$ cat src/rtl/hazard_pipe_reg.sv
// Hazard sideband pipeline register: stall/flush/bubble, Tnew aging,
// and the producer-match check the hazard unit uses per stage.
module hazard_pipe_reg #(
    parameter int              AW     = 5,
    parameter int              RESW   = 2,
    parameter int              TW     = 2,
    parameter logic [RESW-1:0] RES_NW = '0
) (
    input  logic            clk,
    input  logic            rst,
    input  logic            stall,
    input  logic            flush,
    input  logic            valid_i,
    input  logic [AW-1:0]   ra1_i,
    input  logic [AW-1:0]   ra2_i,
    input  logic [AW-1:0]   wa_i,
    input  logic [RESW-1:0] res_i,
    input  logic [TW-1:0]   tnew_i,
    output logic            valid_o,
    output logic [AW-1:0]   ra1_o,
    output logic [AW-1:0]   ra2_o,
    output logic [AW-1:0]   wa_o,
    output logic [RESW-1:0] res_o,
    output logic [TW-1:0]   tnew_o,
    input  logic [AW-1:0]   q1,
    input  logic [AW-1:0]   q2,
    output logic            hit1,
    output logic            hit2,
    output logic            fwd1,
    output logic            fwd2,
    output logic            stall_req
);

    logic            wr_en;
    logic [AW-1:0]   wa_n;
    logic [RESW-1:0] res_n;
    logic [TW-1:0]   tnew_n;

    // Non-writing slots are canonicalised so the match logic sees one form.
    always_comb begin
        wr_en  = valid_i && (wa_i != '0) && (res_i != RES_NW);
        wa_n   = wr_en ? wa_i : '0;
        res_n  = wr_en ? res_i : RES_NW;
        tnew_n = (tnew_i == '0) ? '0 : tnew_i - TW'(1);
    end

    always_ff @(posedge clk) begin
        if (rst || flush) begin
            valid_o <= 1'b0;
            ra1_o   <= '0;
            ra2_o   <= '0;
            wa_o    <= '0;
            res_o   <= RES_NW;
            tnew_o  <= '0;
        end else if (!stall) begin
            valid_o <= valid_i;
            ra1_o   <= ra1_i;
            ra2_o   <= ra2_i;
            wa_o    <= wa_n;
            res_o   <= res_n;
            tnew_o  <= tnew_n;
        end
    end

    logic writes;
    logic ready;

    // The wa_o != 0 term is a redundant guard for register $0.
    always_comb begin
        writes    = valid_o && (res_o != RES_NW) && (wa_o != '0);
        ready     = (tnew_o == '0);
        hit1      = writes && (wa_o == q1);
        hit2      = writes && (wa_o == q2);
        fwd1      = hit1 && ready;
        fwd2      = hit2 && ready;
        stall_req = (hit1 || hit2) && !ready;
    end

endmodule

$ cat config.mk
export PLATFORM = sky130hd
export DESIGN_NAME = hazard_pipe_reg
export DESIGN_NICKNAME = d
export VERILOG_FILES = /design/src/rtl/hazard_pipe_reg.sv
export SDC_FILE = /design/constraint.sdc
export NUM_CORES = 1
export LEC_CHECK = 0
export ABC_AREA = 1
export CAP_MARGIN = 20
export CELL_PAD_IN_SITES_DETAIL_PLACEMENT = 1
export CELL_PAD_IN_SITES_GLOBAL_PLACEMENT = 1
export CORE_MARGIN = 4
export CORE_UTILIZATION = 40
export CTS_CLUSTER_SIZE = 30
export DETAILED_ROUTE_END_ITERATION = 8
export DONT_BUFFER_PORTS = 1
export GPL_TIMING_DRIVEN = 0
export HOLD_SLACK_MARGIN = 0.12
export PLACE_DENSITY_LB_ADDON = 0.1
export SYNTH_ARGS = -nofsm -noshare
export SYNTH_HDL_FRONTEND = slang
export SYNTH_SLANG_ARGS = --single-unit
export TNS_END_PERCENT = 50
$ cat constraint.sdc
create_clock -name clk -period 3.1 [get_ports clk]
set_input_delay 0.465 -clock clk [delete_from_list [all_inputs] [get_ports clk]]
set_output_delay 0.465 -clock clk [all_outputs]
set_load 0.02 [all_outputs]
==> run metrics, run 1 <==
placed cells=155; Core Region=0.00223 sq mm; Int Pwr=0.415 mW; Setup TNS=0 ns; initial DRC count=15; Startpoint Class=flop; fraction of layout cells with a size suffix above 1=0.130; Core Rows=17; CTS Buffer Depth=2; Via Count=851; Finished Cell Area=0.00103 sq mm; post-synthesis sequential area ratio=0.424; worst-skew pair later-pin latency=0.30 ns; Inserted Clock Buffers=3; Die Width=56.6 microns; final hold violations=0; Clock power frac=0.395; fin crit share=0.680; I/O Pins=59; Clock Tree Root=clkbuf_4; Mapped Area=943 sq um; Crit. End Element=output port; Die Ht=56.6 microns; status=finished, final reports clean; Power, Total=0.546 mW; combinational share of power=0.084; die area=roughly 0.0032 sq mm; max incr delay on CP=0.57 ns; cts hold-fix bufs=0; Pins Over Slew Limit=0; FF+latch count, synth=20; Max Cap Violations=0; Hold Crit Class=in -> reg; Post-CTS Setup Bufs=0; initial antenna violation count=0; syn_nets=161; worst vdd ir=0.325 mV; area of the multi-input gates=493 sq um; DRC=0; fmax=475 MHz; initial core utilization=0.422; Antenna diodes=0; placed inst area=slightly below 0.001 sq mm; Worst Skew=0 ns; GP Congestion=0.761; first-pass GRT wire length=3.94 mm; H-tree depth=1; Area growth, synth to finish=9.28%; DR WL/cell=14.8 microns; dpl ws=1.31 ns; Leakage=0.426 nW; filler instances=293; final core occ=0.462; DR vias/cell=5.35; CP cell instances=xnor2_1 -> nand2_1 -> nor2_2 -> nand3_2 -> nor3_2; Reg power frac=0.521; final net count=166; CTS sink count=20; Rel. slew slack=0.740; fin worst setup slack=0.993 ns; largest net degree at the start of global routing=13; Syn Inst Count=127; Crit Path Max Fanout=5; gr ovfl total=0; fin crit period=2.11 ns; number of warnings issued by yosys=0; r2r setup slk=2.20 ns; hold_ws=0.286 ns; via count of the first global-routing pass=about 900; Post-DRT Antenna Nets=0; Syn Area/Cell=7.43 sq um; Slew @ Worst Pin=0.389 ns; I/O Buffers=0; Total Routed Length=2.36 mm; post_cts resized=0; Power Density=530 mW/mm^2; TritonRoute pass-1 iters=2; Sw Share=0.240; CP arrival=1.64 ns; final instance count without filler cells=between 150 and 200; switching pwr=between 0.1 and 0.15 mW; Synth cell types=18; GR Util All Layers=0.153; Final Setup Violations=0; CTS tree=built; Critical-path top delay cell=dfxtp_1; flip-flop and latch area=400 sq um; Critical Path RT=2.63 ns; Final HPWL DP=around 1.9 mm; clock slew at reported path FFs=about 0.12 ns; Crit Path Class=reg -> out; RSZ-0062 raised after global routing=no
-- flip-flops by register name, indices dropped and copies added, names as in the netlist --
signal	cells
wa_o	5
res_o	2
ra2_o	5
tnew_o	2
valid_o	1
ra1_o	5
-- per-layer routing --
metal / wire length [microns] / part of all wire / track usage / up-vias
met1: 970 / 0.41 / 0.182 / 389
met5: 0 / 0 / 0 / -
met4: 24 / 0.010 / 0.0407 / 0
met3: 265 / 0.11 / 0.0575 / 4
li1: - / - / - / 420
met2: 1090 / 0.46 / 0.256 / 38
-- critical path, delay by kind of cell, from the launching register on --
family / cells / cell delay, ns
and+or+nand+nor: 4 / 0.60
DFF: 1 / 0.57
xor gates and xnor gates: 1 / 0.16
-- logic make-up after synthesis --
family	Yosys count	synth area share
simple gates	55	0.265
compound gates	31	0.174
xor+xnor	9	0.0836
flops	20	0.424
buf+inv	12	0.0531
-- path summary, 6_finish.rpt --
check                 from       end  depth (start not counted)
hold reg to reg   ra1_o[0]  ra1_o[0]                          2
hold / removal    ra1_i[1]  ra1_o[1]                          2
setup / recovery   wa_o[0]      fwd2                          5
setup reg to reg   wa_o[0]   wa_o[0]                          2
-- cell type report --
| class | count | area share |
|---|---|---|
| multi-input cells | 95 | 0.478 |
| well taps | 28 | 0.0340 |
| flip-flops and latches | 20 | 0.388 |
| clock inverters | 1 | 0.0291 |
| clock buffers | 3 | 0.0218 |
| plain buffers | 4 | 0.0194 |
| inverters | 8 | 0.0291 |
-- cell usage in the layout (no fill, tap or decap), drive strengths merged --
cell type	Yosys	final
nand3b	2	2
nand2	38	38
xnor2	3	3
o21a	2	2
xor2	6	6
o21ai	8	8
dfxtp	20	20
a21oi	21	21
inv	8	8
nor3	2	2
nor2	10	10
clkbuf	0	3
buf	4	4
bufinv	0	1
nand3	3	3
-- cells in the mapped netlist --
master / n / share of area
a21oi_1: 20 / 0.11
nand3_2: 2 / 0.021
dfxtp_1: 20 / 0.42
nand3_1: 1 / 0.0053
nor3_2: 2 / 0.021
buf_2: 4 / 0.021
o21ai_0: 8 / 0.042
o21a_1: 2 / 0.016
inv_2: 2 / 0.0080
nand2_1: 38 / 0.15
nand3b_1: 2 / 0.016
nor2_1: 8 / 0.032
xor2_1: 6 / 0.056
a21oi_2: 1 / 0.0093
nor2_4: 1 / 0.012
nor2_2: 1 / 0.0066
inv_1: 6 / 0.024
xnor2_1: 3 / 0.028
-- power groups by stage --
stage                     clock network [mW]  registers, mW  logic, mW
after floorplan                            0          0.288     0.0382
after global placement                     0          0.290     0.0451
after detailed placement                   0          0.291     0.0467
after CTS                              0.223          0.285     0.0471
after global routing                   0.235          0.286     0.0536
final                                  0.216          0.284     0.0459
(Power assumes the default switching activity.)
==> run 2: changes to the inputs <==
--- a/config.mk
+++ b/config.mk
@@ -10,7 +10,7 @@
 export CELL_PAD_IN_SITES_DETAIL_PLACEMENT = 1
 export CELL_PAD_IN_SITES_GLOBAL_PLACEMENT = 1
 export CORE_MARGIN = 4
-export CORE_UTILIZATION = 40
+export CORE_UTILIZATION = 36
 export CTS_CLUSTER_SIZE = 30
 export DETAILED_ROUTE_END_ITERATION = 8
 export DONT_BUFFER_PORTS = 1
==> constraint.sdc (replaced) <==
create_clock -name clk -period 1.8 [get_ports clk]
set_input_delay 0.27 -clock clk [delete_from_list [all_inputs] [get_ports clk]]
set_output_delay 0.27 -clock clk [all_outputs]
set_load 0.02 [all_outputs]
==> run 2 against run 1 <==
Count of clock-buffer cells in the layout is 1 higher. Design area is 26% higher. Utilization is 6.3 points higher. Clock power is 22% higher. Sequential power is 71% higher. Largest cell class unchanged.
==> run metrics, run 2 (synthesis results as in run 1) <==
status=finished, final reports clean; fin worst setup slack=0.0419 ns; Area growth, synth to finish=37.8%; Worst Skew=0 ns; worst vdd ir=0.377 mV; final net count=188; final instance count without filler cells=183; GP Congestion=0.764; Startpoint Class=flop; fraction of layout cells with a size suffix above 1=0.183; GR Util All Layers=0.170; Die Ht=59.2 microns; hold_ws=0.131 ns; r2r setup slk=0.48 ns; CP arrival=1.49 ns; Core Region=0.00248 sq mm; RSZ-0062 raised after global routing=yes; placed cells=157; fin crit period=around 1.8 ns; DR WL/cell=15.4 microns; Power Density=~670 mW/mm^2; clock slew at reported path FFs=0.12 ns; Leakage=a little over 0.5 nW; dpl ws=0.197 ns; Worst setup endpoint=fwd2; die area=0.00350 sq mm; first-pass GRT wire length=4.51 mm; Rel. slew slack=0.690; worst setup path start=wa_o[0]; DR vias/cell=5.08; final hold violations=0; CTS sink count=20; Via Count=930; Post-DRT Antenna Nets=0; I/O Pins=59; Critical R2R Launch=ra2_o[4]; Critical Path RT=~1.5 ns; Total Routed Length=2.81 mm; r2r endpoint=ra2_o[4]; Regs by FF count=ra1_o: 5 flops, ra2_o: 5 flops, wa_o: 5 flops; DRC=0; Antenna diodes=0; initial antenna violation count=0; Crit Path Max Fanout=5; Final HPWL DP=1.89 mm; TritonRoute pass-1 iters=4; Die Width=59.2 microns; r2r worst-path depth=3; Max Cap Violations=0; fmax=about 570 MHz; CTS Buffer Depth=2; Inserted Clock Buffers=3; H-tree depth=1; I/O Buffers=0; via count of the first global-routing pass=about 1,000; worst-skew pair later-pin latency=0.31 ns; Crit Path Class=reg -> out; Clock Tree Root=clkbuf_4; final core occ=0.525; gr ovfl total=0; CTS tree=built; Pins Over Slew Limit=0; largest net degree at the start of global routing=12; Core Rows=18; filler instances=307; initial DRC count=36; Post-CTS Setup Bufs=0; Crit. End Element=output port; Slew @ Worst Pin=0.465 ns; Hold Crit Class=in -> reg; commonest non-fill, non-tap cells in the layout=37 x nand2_1, 22 x dlygate4sd3_1, 20 x a21oi_1; initial core utilization=0.381; Setup TNS=0 ns; commonest non-fill, non-tap cell in the layout=nand2_1; fin crit share=0.977; Final Setup Violations=0
-- run 2: cell type report --
class / instances / area, sq um / share of cell area
plain buffers: 4 / 20.0 / 0.0154
clock buffers: 4 / 36.3 / 0.0279
inverters: 8 / 30.0 / 0.0231
multi-input cells: 95 / 531 / 0.408
flip-flops and latches: 20 / 425 / 0.327
well taps: 30 / 37.5 / 0.0289
repair buffers: 22 / 220 / 0.169
-- run 2: stage by stage --
step	total power, mW	area (sq um)
after floorplan	0.561	943
after global placement	0.578	981
after detailed placement	0.581	981
after CTS	0.879	1260
after global routing	0.920	1300
final	0.872	1300
-- run 2: worst min-delay path by stage --
stage          depth (start not counted)         to  slack [ns]       from
6_report                               2  tnew_o[0]        0.13  tnew_i[0]
5_1_grt                                2  tnew_o[0]        0.12  tnew_i[0]
4_1_cts                                2  tnew_o[0]        0.13  tnew_i[0]
3_5_place_dp                           2   ra2_o[4]        0.42      stall
3_3_place_gp                           2   ra2_o[4]        0.42      stall
2_1_floorplan                          2   ra1_o[4]        0.41      stall
-- run 2: metal layers --
metal / vias up / track usage / wire length (microns)
li1: 464 / - / -
met1: 426 / 0.185 / 1160
met2: 38 / 0.301 / 1390
met3: 2 / 0.0588 / 240
met4: 0 / 0.0583 / 14
met5: - / 0 / 0
-- run 2: timing repair --
action	CTS	global route
hold buffers	22	0
pin swaps	0	5
resized for setup	9	12
endpoints found under the hold margin	20	0
endpoints found under the setup margin	3	3
-- run 2: critical path: stages (launching register included) --
cell,delay [ns]
dfxtp_4,0.43
xnor2_2,0.12
nand2_1,0.07
nor2_2,0.15
nand3_4,0.12
nor3_4,0.29
-- run 2: where the power goes --
group | switching [mW] | leakage (nW) | internal, mW
Sequential | 0.0342 | 0.168 | 0.452
Clock | 0.140 | 0.0210 | 0.123
Combinational | 0.0575 | 0.323 | 0.0647
Total | 0.232 | 0.512 | 0.640
